$ cat src/rtl/cdb_arbiter.sv
// Common data bus arbiter: picks one finished result per cycle from the adder,
// multiplier and fetch units using a round-robin pointer. The winner is broadcast
// as {tag, data} from a registered stage with a ready handshake. A saturating
// counter tracks the cycles in which some requester was turned away.
module cdb_arbiter #(
    parameter int DATA_W = 8,
    parameter int TAG_W  = 4,
    parameter int CNT_W  = 8
) (
    input  logic              clk,
    input  logic              rst,
    input  logic              add_req,
    input  logic              add_rs,
    input  logic [DATA_W-1:0] add_data,
    output logic              add_grant,
    input  logic              mult_req,
    input  logic              mult_rs,
    input  logic [DATA_W-1:0] mult_data,
    output logic              mult_grant,
    input  logic              fetch_req,
    input  logic              fetch_rs,
    input  logic [DATA_W-1:0] fetch_data,
    output logic              fetch_grant,
    input  logic              cdb_ready,
    output logic              cdb_valid,
    output logic [TAG_W-1:0]  cdb_tag,
    output logic [DATA_W-1:0] cdb_data,
    output logic [CNT_W-1:0]  conflict_cnt
);

    // Requester indices; SEL_NONE means nobody wins this cycle.
    localparam logic [1:0] SEL_ADD   = 2'd0;
    localparam logic [1:0] SEL_MULT  = 2'd1;
    localparam logic [1:0] SEL_FETCH = 2'd2;
    localparam logic [1:0] SEL_NONE  = 2'd3;

    // A station's tag is its unit base plus the station index within the unit.
    localparam logic [TAG_W-1:0] TAG_ADD_BASE   = TAG_W'(1);
    localparam logic [TAG_W-1:0] TAG_MULT_BASE  = TAG_W'(3);
    localparam logic [TAG_W-1:0] TAG_FETCH_BASE = TAG_W'(5);

    // Round-robin pointer: the requester that gets first look next cycle.
    logic [1:0]        rr_ptr;

    // Broadcast stage registers.
    logic              cdb_vld_p1;
    logic [TAG_W-1:0]  cdb_tag_p1;
    logic [DATA_W-1:0] cdb_data_p1;
    logic [CNT_W-1:0]  conflict_cnt_q;

    // Arbitration-cycle signals.
    logic              accept;
    logic [2:0]        req_vec;
    logic [1:0]        win_sel;
    logic [2:0]        grant_vec;
    logic [TAG_W-1:0]  win_tag_p0;
    logic [DATA_W-1:0] win_data_p0;
    logic              denied;

    // First requester at or after ptr in the cyclic order add -> mult -> fetch.
    function automatic logic [1:0] rr_pick(input logic [2:0] req, input logic [1:0] ptr);
        logic [1:0] sel;
        case (ptr)
            SEL_MULT:  sel = req[1] ? SEL_MULT  : req[2] ? SEL_FETCH : req[0] ? SEL_ADD   : SEL_NONE;
            SEL_FETCH: sel = req[2] ? SEL_FETCH : req[0] ? SEL_ADD   : req[1] ? SEL_MULT  : SEL_NONE;
            default:   sel = req[0] ? SEL_ADD   : req[1] ? SEL_MULT  : req[2] ? SEL_FETCH : SEL_NONE;
        endcase
        return sel;
    endfunction

    // Pointer moves to the requester just after the winner, wrapping at three.
    function automatic logic [1:0] rr_next(input logic [1:0] sel);
        return (sel == SEL_FETCH) ? SEL_ADD : sel + 2'd1;
    endfunction

    // Counter increment that sticks at all-ones instead of wrapping.
    function automatic logic [CNT_W-1:0] sat_inc(input logic [CNT_W-1:0] cnt);
        return (cnt == {CNT_W{1'b1}}) ? cnt : cnt + CNT_W'(1);
    endfunction

    // Pick a winner when the output slot is free or draining, and form its tag/data.
    always_comb begin
        accept      = !rst && (!cdb_vld_p1 || cdb_ready);
        req_vec     = {fetch_req, mult_req, add_req};
        win_sel     = accept ? rr_pick(req_vec, rr_ptr) : SEL_NONE;
        grant_vec   = 3'b000;
        win_tag_p0  = '0;
        win_data_p0 = '0;
        case (win_sel)
            SEL_ADD: begin
                grant_vec   = 3'b001;
                win_tag_p0  = TAG_ADD_BASE + TAG_W'(add_rs);
                win_data_p0 = add_data;
            end
            SEL_MULT: begin
                grant_vec   = 3'b010;
                win_tag_p0  = TAG_MULT_BASE + TAG_W'(mult_rs);
                win_data_p0 = mult_data;
            end
            SEL_FETCH: begin
                grant_vec   = 3'b100;
                win_tag_p0  = TAG_FETCH_BASE + TAG_W'(fetch_rs);
                win_data_p0 = fetch_data;
            end
            default: begin
                grant_vec   = 3'b000;
            end
        endcase
        // Any raised request left without a grant makes this a conflict cycle.
        denied = |(req_vec & ~grant_vec);
    end

    assign add_grant   = grant_vec[0];
    assign mult_grant  = grant_vec[1];
    assign fetch_grant = grant_vec[2];

    // Stage p0 -> p1: load the winner into the broadcast slot, advance the pointer, count conflicts.
    always_ff @(posedge clk) begin
        if (rst) begin
            cdb_vld_p1     <= 1'b0;
            cdb_tag_p1     <= '0;
            cdb_data_p1    <= '0;
            conflict_cnt_q <= '0;
            rr_ptr         <= SEL_ADD;
        end else begin
            if (denied) begin
                conflict_cnt_q <= sat_inc(conflict_cnt_q);
            end
            if (accept) begin
                cdb_vld_p1 <= |grant_vec;
                if (|grant_vec) begin
                    cdb_tag_p1  <= win_tag_p0;
                    cdb_data_p1 <= win_data_p0;
                    rr_ptr      <= rr_next(win_sel);
                end
            end
        end
    end

    assign cdb_valid    = cdb_vld_p1;
    assign cdb_tag      = cdb_tag_p1;
    assign cdb_data     = cdb_data_p1;
    assign conflict_cnt = conflict_cnt_q;

endmodule

$ cat config.mk
export PLATFORM = sky130hd
export DESIGN_NAME = cdb_arbiter
export DESIGN_NICKNAME = d
export VERILOG_FILES = /design/src/rtl/cdb_arbiter.sv
export SDC_FILE = /design/constraint.sdc
export NUM_CORES = 1
export LEC_CHECK = 0
export CAP_MARGIN = 10
export CORE_MARGIN = 2
export CORE_UTILIZATION = 30
export DETAILED_ROUTE_END_ITERATION = 12
export DONT_BUFFER_PORTS = 1
export PLACE_DENSITY = 0.51
export SYNTH_ARGS = -nofsm -noshare
export SYNTH_HDL_FRONTEND = slang
export SYNTH_SLANG_ARGS = --single-unit
$ cat constraint.sdc
create_clock -name clk -period 3.73 [get_ports clk]
set_input_delay 0.746 -clock clk [delete_from_list [all_inputs] [get_ports clk]]
set_output_delay 0.746 -clock clk [all_outputs]
set_load 0.01 [all_outputs]
==> metrics.csv, run 1 <==
stage,metric,value,unit
status,status,"complete, no violations",
yosys,synthCells,180,
clocking,cts_htree_levels,1,
worst_setup_path,cp_max_fo,12,
grt,grt_pass1_wl,6000,um
sta,whs,491,ps
sta,setup_viol,0,
sta,finalHoldViolCount,0,
worst_setup_path,cp.arrival,2390,ps
yosys,syn_avg_cell_area,7.97,sq um
detailed_routing,vias,1264,
worst_setup_path,crit_family,simple AND/OR/NAND/NOR gates,
sta,skew,4.17,ps
pwr,p_leak,0.561,nW
final_layout,area_growth,4.71,%
clocking,ctsResizeCount,0,
detailed_routing,drc_errors,0,
yosys,synthesis.nets,216,
placement,gp_congestion,0.779,
final_layout,layout_common_cells,"inv_1, dfxtp_1, nor2_1, nand3_1, o21ai_0",
sta,fmax,0.319,GHz
worst_setup_path,cp_cell_sequence,"inv_1, ha_1, nor2b_1, o21bai_1, nand3_1, nor2_1",
placement,dpl_cell_area,1450,sq um
yosys,synth-main-ff-cell,dfxtp_1,
sta,finalCriticalPeriod,3130,ps
sta,rsz0062_at_grt,false,
final_layout,nNetsFinal,210,
sta,slew_viol_final,0,
placement,dp_hpwl,2690,um
worst_setup_path,critPathRequiredTime,2980,ps
yosys,yosysSeqAreaShare,30.7,%
clocking,cts_root_buffer,clkbuf_8,
die,initial_core_util,30.8,%
die,die_w,73.2,um
die,ios,57,
yosys,synth_edf_count,0,
detailed_routing,wl_per_cell,16.2,um
yosys,synth-seq-cells,22,
die,num_rows,25,
yosys,synthesis.area,1440,sq um
clocking,cts_num_sinks,22,
die,core_area,4660,sq um
final_layout,postLayoutCoreUtil,32.2,%
worst_setup_path,r2r_cells,7,
yosys,async_reset_ff_share,0,%
clocking,clock_latency,260,ps
worst_setup_path,critPathKind,reg -> out,
detailed_routing,drt_wl_total,3680,um
worst_setup_path,r2r_slack,1280,ps
worst_setup_path,slowest_stage,o21bai_1,
clocking,cts_buffers,3,
final_layout,diodes,0,
grt,grt_max_degree,32,
hold_path,holdCritPathClass,reg -> reg,
die,dieArea,5350,sq um
sta,worst_pin_slew,903,ps
grt,grtUsageTotal,14.2,%
final_layout,drive_gt1_share,7.51,%
yosys,synth_cell_types,45,
grt,first_global_vias,1183,
grt,antenna_found_initial,0,
final_layout,final_common_cell,inv_1,
worst_setup_path,worst-path-stages,6,
pwr,irDropWorstVdd,0.159,mV
grt,overflow,0,
clocking,clk_path_buf_depth,2,
clocking,cts_setup_buffers,0,
detailed_routing,routed_via_density,5.57,
final_layout,design_area,1500,sq um
pwr,p_per_area,396,nW/um^2
detailed_routing,dr.pass1.iters,4,
worst_setup_path,crit_path_start_kind,register,
sta,fin_crit_sh,84.0,%
detailed_routing,drt_iter0_markers,87,
clocking,cts_tree,done,
hold_path,hold_depth,2,
detailed_routing,ant_nets,0,
worst_setup_path,slowest_delay,680,ps
clocking,postCtsHoldBufs,0,
run,max_cap_viol_count,0,
die,die_h,73.2,um
yosys,ys_warn_count,0,
final_layout,nFillCells,483,
sta,slew-limit-headroom,39.6,%
worst_setup_path,critical_path_buf_inv_count,1,
worst_setup_path,cp-end-kind,primary output,
clocking,clk_pin_slew,80,ps
placement,placement.io_buffers,0,
sta,fin_tns_setup,0,ps
tightest hold or removal path, cell delays in order (launching register included):
cell and delay, ps:
dfxtp_1 320, inv_1 70, a211oi_1 60
report_power, final:
group / switching [mW] / internal, mW
Combinational: 0.0785 / 0.0612
Clock: 0.0805 / 0.0941
Sequential: 0.0253 / 0.256
Total: 0.184 / 0.411
per-layer routing:
layer	part of all wire (%)	global-route usage [%]	vias to the layer above
met5	0	0	-
met4	1.3	5.14	0
met3	4.1	2.90	4
met2	46	20.2	24
met1	49	20.8	594
li1	-	-	642
cell families (layout without fill, tap and decap cells):
group / after synthesis / in the layout / share of synthesized area [%]
fa+ha+maj: 3 / 3 / 2.62
xor+xnor: 1 / 1 / 0.610
other cells: 1 / 1 / 0.261
mux: 5 / 5 / 3.66
buf+inv: 35 / 28 / 10.4
compound gates: 54 / 54 / 27.8
simple gates: 59 / 59 / 24.0
flops: 22 / 22 / 30.7
cells in the mapped netlist, types with 2 or more instances:
| library cell | instances | share of area, % |
|---|---|---|
| ha_1 | 3 | 2.6 |
| buf_2 | 4 | 1.4 |
| mux2_2 | 2 | 1.6 |
| a21o_1 | 2 | 1.0 |
| o21ai_0 | 10 | 3.5 |
| or4_1 | 2 | 1.0 |
| inv_1 | 23 | 6.0 |
| o31ai_1 | 3 | 1.6 |
| dfxtp_1 | 22 | 31 |
| nand2b_1 | 5 | 2.2 |
| nand4_1 | 3 | 1.3 |
| nand2_1 | 4 | 1.0 |
| o21ai_1 | 2 | 0.70 |
| nor2_1 | 12 | 3.1 |
| nor4b_1 | 3 | 1.8 |
| a32o_1 | 9 | 6.3 |
| nor3_1 | 5 | 1.7 |
| clkbuf_1 | 4 | 1.0 |
| a21oi_1 | 8 | 2.8 |
| a31oi_1 | 2 | 0.87 |
| nand3_1 | 11 | 3.8 |
| buf_4 | 3 | 1.6 |
| mux2i_1 | 3 | 2.1 |
| nor2b_1 | 6 | 2.6 |
| a221oi_1 | 9 | 5.5 |
stage by stage:
step	total power, mW	setup WS (ps)	std cells
detailed placement	0.428	752	223
finish	0.595	598	227
CTS	0.601	590	227
global placement	0.428	784	223
global route	0.631	248	227
floorplan	0.406	1280	180
flip-flops by register name, indices dropped and copies added (netlist names):
name          cells
cdb_data          8
cdb_valid         1
rr_ptr            2
conflict_cnt      8
cdb_tag           3
path summary, 6_finish.rpt:
path / from / end
worst max register to register: rr_ptr[1]$_SDFFE_PP0P_ / cdb_tag[2]$_SDFFE_PP0P_
worst min register to register: rr_ptr[1]$_SDFFE_PP0P_ / rr_ptr[1]$_SDFFE_PP0P_
worst min-delay path: rr_ptr[1]$_SDFFE_PP0P_ / rr_ptr[1]$_SDFFE_PP0P_
worst max-delay path: rr_ptr[1]$_SDFFE_PP0P_ / mult_grant
layout make-up:
cell class / count / area, sq um / area share, %
inverter: 23 / 86.3 / 5.75
timing repair buffer: 1 / 7.51 / 0.500
multi-input combinational: 123 / 846 / 56.3
tap: 54 / 67.6 / 4.50
sequential: 22 / 440 / 29.3
clock buffer: 4 / 55.1 / 3.66
Power figures use the tool's default switching activity.
==> run 2: changes to the inputs <==
- PLACE_DENSITY: 0.51 -> 0.52
- clock period: 3.73 -> 2.6 ns (I/O delays scaled with it)
==> metrics.csv, run 2 (same netlist as run 1, synthesis figures left out) <==
stage,metric,value,unit
final_layout,drive_gt1_share,13.5,%
worst_setup_path,reg2reg_from,rr_ptr[0]$_SDFFE_PP0P_,
worst_setup_path,slowest_stage,dfxtp_1,
clocking,cts_num_sinks,22,
grt,grt_max_degree,32,
pwr,p_leak,0.586,nW
clocking,clk_pin_slew,80,ps
worst_setup_path,worst-path-stages,6,
pwr,clkPwrFrac,29.1,%
detailed_routing,wl_per_cell,15.9,um
pwr,irDropWorstVdd,0.189,mV
final_layout,layout_common_cells,"inv_1, dfxtp_1, nand3_1, nor2_1, o21ai_0",
worst_setup_path,r2r_end,cdb_data[6]$_SDFFE_PP0P_,
sta,slew_viol_final,0,
pwr,seq_power_share,46.2,%
status,status,"complete, no violations",
die,initial_core_util,30.8,%
die,dieArea,5350,sq um
hold_path,holdCritPathClass,in -> reg,
worst_setup_path,crit_path_start_kind,register,
placement,placement.io_buffers,0,
detailed_routing,drt_iter0_markers,79,
clocking,cts_buffers,3,
detailed_routing,drt_wl_total,3690,um
worst_setup_path,timing.critical_path.from,rr_ptr[0]$_SDFFE_PP0P_,
worst_setup_path,critPathKind,reg -> out,
clocking,ctsResizeCount,1,
clocking,cts_setup_buffers,0,
clocking,clk_path_buf_depth,2,
sta,fmax,0.403,GHz
worst_setup_path,crit_path_end,fetch_grant,
sta,rsz0062_at_grt,true,
detailed_routing,routed_via_density,5.66,
worst_setup_path,cp-end-kind,primary output,
final_layout,diodes,0,
clocking,cts_tree,done,
sta,worst_pin_slew,566,ps
pwr,total_power,0.874,mW
pwr,p_sw_share,31.1,%
worst_setup_path,cp_max_fo,8,
clocking,clock_latency,270,ps
die,core_area,4660,sq um
placement,place_ws,297,ps
grt,grt_pass1_wl,5730,um
detailed_routing,vias,1313,
die,die_w,73.2,um
worst_setup_path,critPathRequiredTime,2080,ps
run,max_cap_viol_count,0,
sta,setup_viol,0,
placement,gp_congestion,0.802,
die,die_h,73.2,um
clocking,cts_root_buffer,clkbuf_8,
final_layout,nFillCells,496,
worst_setup_path,cp_cell_sequence,"inv_1, ha_1, nor3_4, nand2b_2, and3_2, nor2b_2",
grt,antenna_found_initial,0,
pwr,cell_internal_pwr,0.602,mW
grt,grtUsageTotal,13.8,%
final_layout,final_common_cell,inv_1,
grt,overflow,0,
clocking,cts_htree_levels,1,
sta,timing.final.ws_setup,120,ps
final_layout,seq_area,440,sq um
pwr,p_per_area,562,nW/um^2
detailed_routing,ant_nets,0,
pwr,power.switching,0.272,mW
final_layout,multi_input_area,861,sq um
worst_setup_path,r2r_cells,8,
pwr,comb_power_share,24.7,%
final_layout,area_growth,8.37,%
grt,first_global_vias,1160,
worst_setup_path,critical_path_buf_inv_count,1,
final_layout,nNetsFinal,215,
worst_setup_path,r2r_slack,300,ps
sta,fin_crit_sh,95.4,%
placement,dpl_cell_area,1490,sq um
worst_setup_path,slowest_delay,360,ps
sta,slew-limit-headroom,62.0,%
sta,finalCriticalPeriod,2480,ps
die,num_rows,25,
placement,dp_hpwl,2740,um
sta,finalHoldViolCount,0,
clocking,postCtsHoldBufs,0,
final_layout,design_area,1560,sq um
hold_path,hold_depth,1,
worst_setup_path,crit_family,simple AND/OR/NAND/NOR gates,
die,ios,57,
worst_setup_path,cp.arrival,1960,ps
detailed_routing,dr.pass1.iters,4,
detailed_routing,drc_errors,0,
sta,skew,5.82,ps
run 2: how the worst min path moves through the flow:
stage	slack (ps)	end	startpoint
detailed placement	480	rr_ptr[1]$_SDFFE_PP0P_	rr_ptr[1]$_SDFFE_PP0P_
finish	310	conflict_cnt[4]$_SDFFE_PP0P_	rst
floorplan	460	rr_ptr[1]$_SDFFE_PP0P_	rr_ptr[1]$_SDFFE_PP0P_
global route	300	rr_ptr[0]$_SDFFE_PP0P_	rst
global placement	490	rr_ptr[1]$_SDFFE_PP0P_	rr_ptr[1]$_SDFFE_PP0P_
CTS	300	conflict_cnt[2]$_SDFFE_PP0P_	rst
run 2: metrics by stage:
stage	setup TNS (ps)	utilization (%)	std cells	hold slack, ps
CTS	0	33.1	232	301
global placement	0	31.9	228	491
finish	0	33.4	232	309
floorplan	0	-	180	462
detailed placement	0	31.9	228	477
global route	-17.3	33.4	232	295
run 2: cell type report:
| cell class | count | area share [%] |
|---|---|---|
| Tap cell | 54 | 4.34 |
| Inverter | 23 | 5.55 |
| Sequential cell | 22 | 28.3 |
| Timing Repair Buffer | 6 | 2.90 |
| Multi-Input combinational cell | 123 | 55.4 |
| Clock buffer | 4 | 3.54 |
run 2: power by group through the flow:
| stage | sequential [mW] | combinational (mW) | clock [mW] |
|---|---|---|---|
| final | 0.404 | 0.216 | 0.255 |
| after global routing | 0.408 | 0.241 | 0.278 |
| after CTS | 0.405 | 0.212 | 0.259 |
| after detailed placement | 0.413 | 0.211 | 0 |
| after global placement | 0.413 | 0.210 | 0 |
| after floorplan | 0.405 | 0.179 | 0 |
run 2: metal layers:
metal / track usage [%] / routed length (um)
met1: 19.2 / 1700
met2: 20.2 / 1720
met3: 3.31 / 201
met4: 5.56 / 63
met5: 0 / 0
==> run 3: changes to the inputs <==
- CAP_MARGIN: 10 -> 15
==> results of run 3 <==
Same layout as run 2: the final DEF is identical, and so are final timing and power.
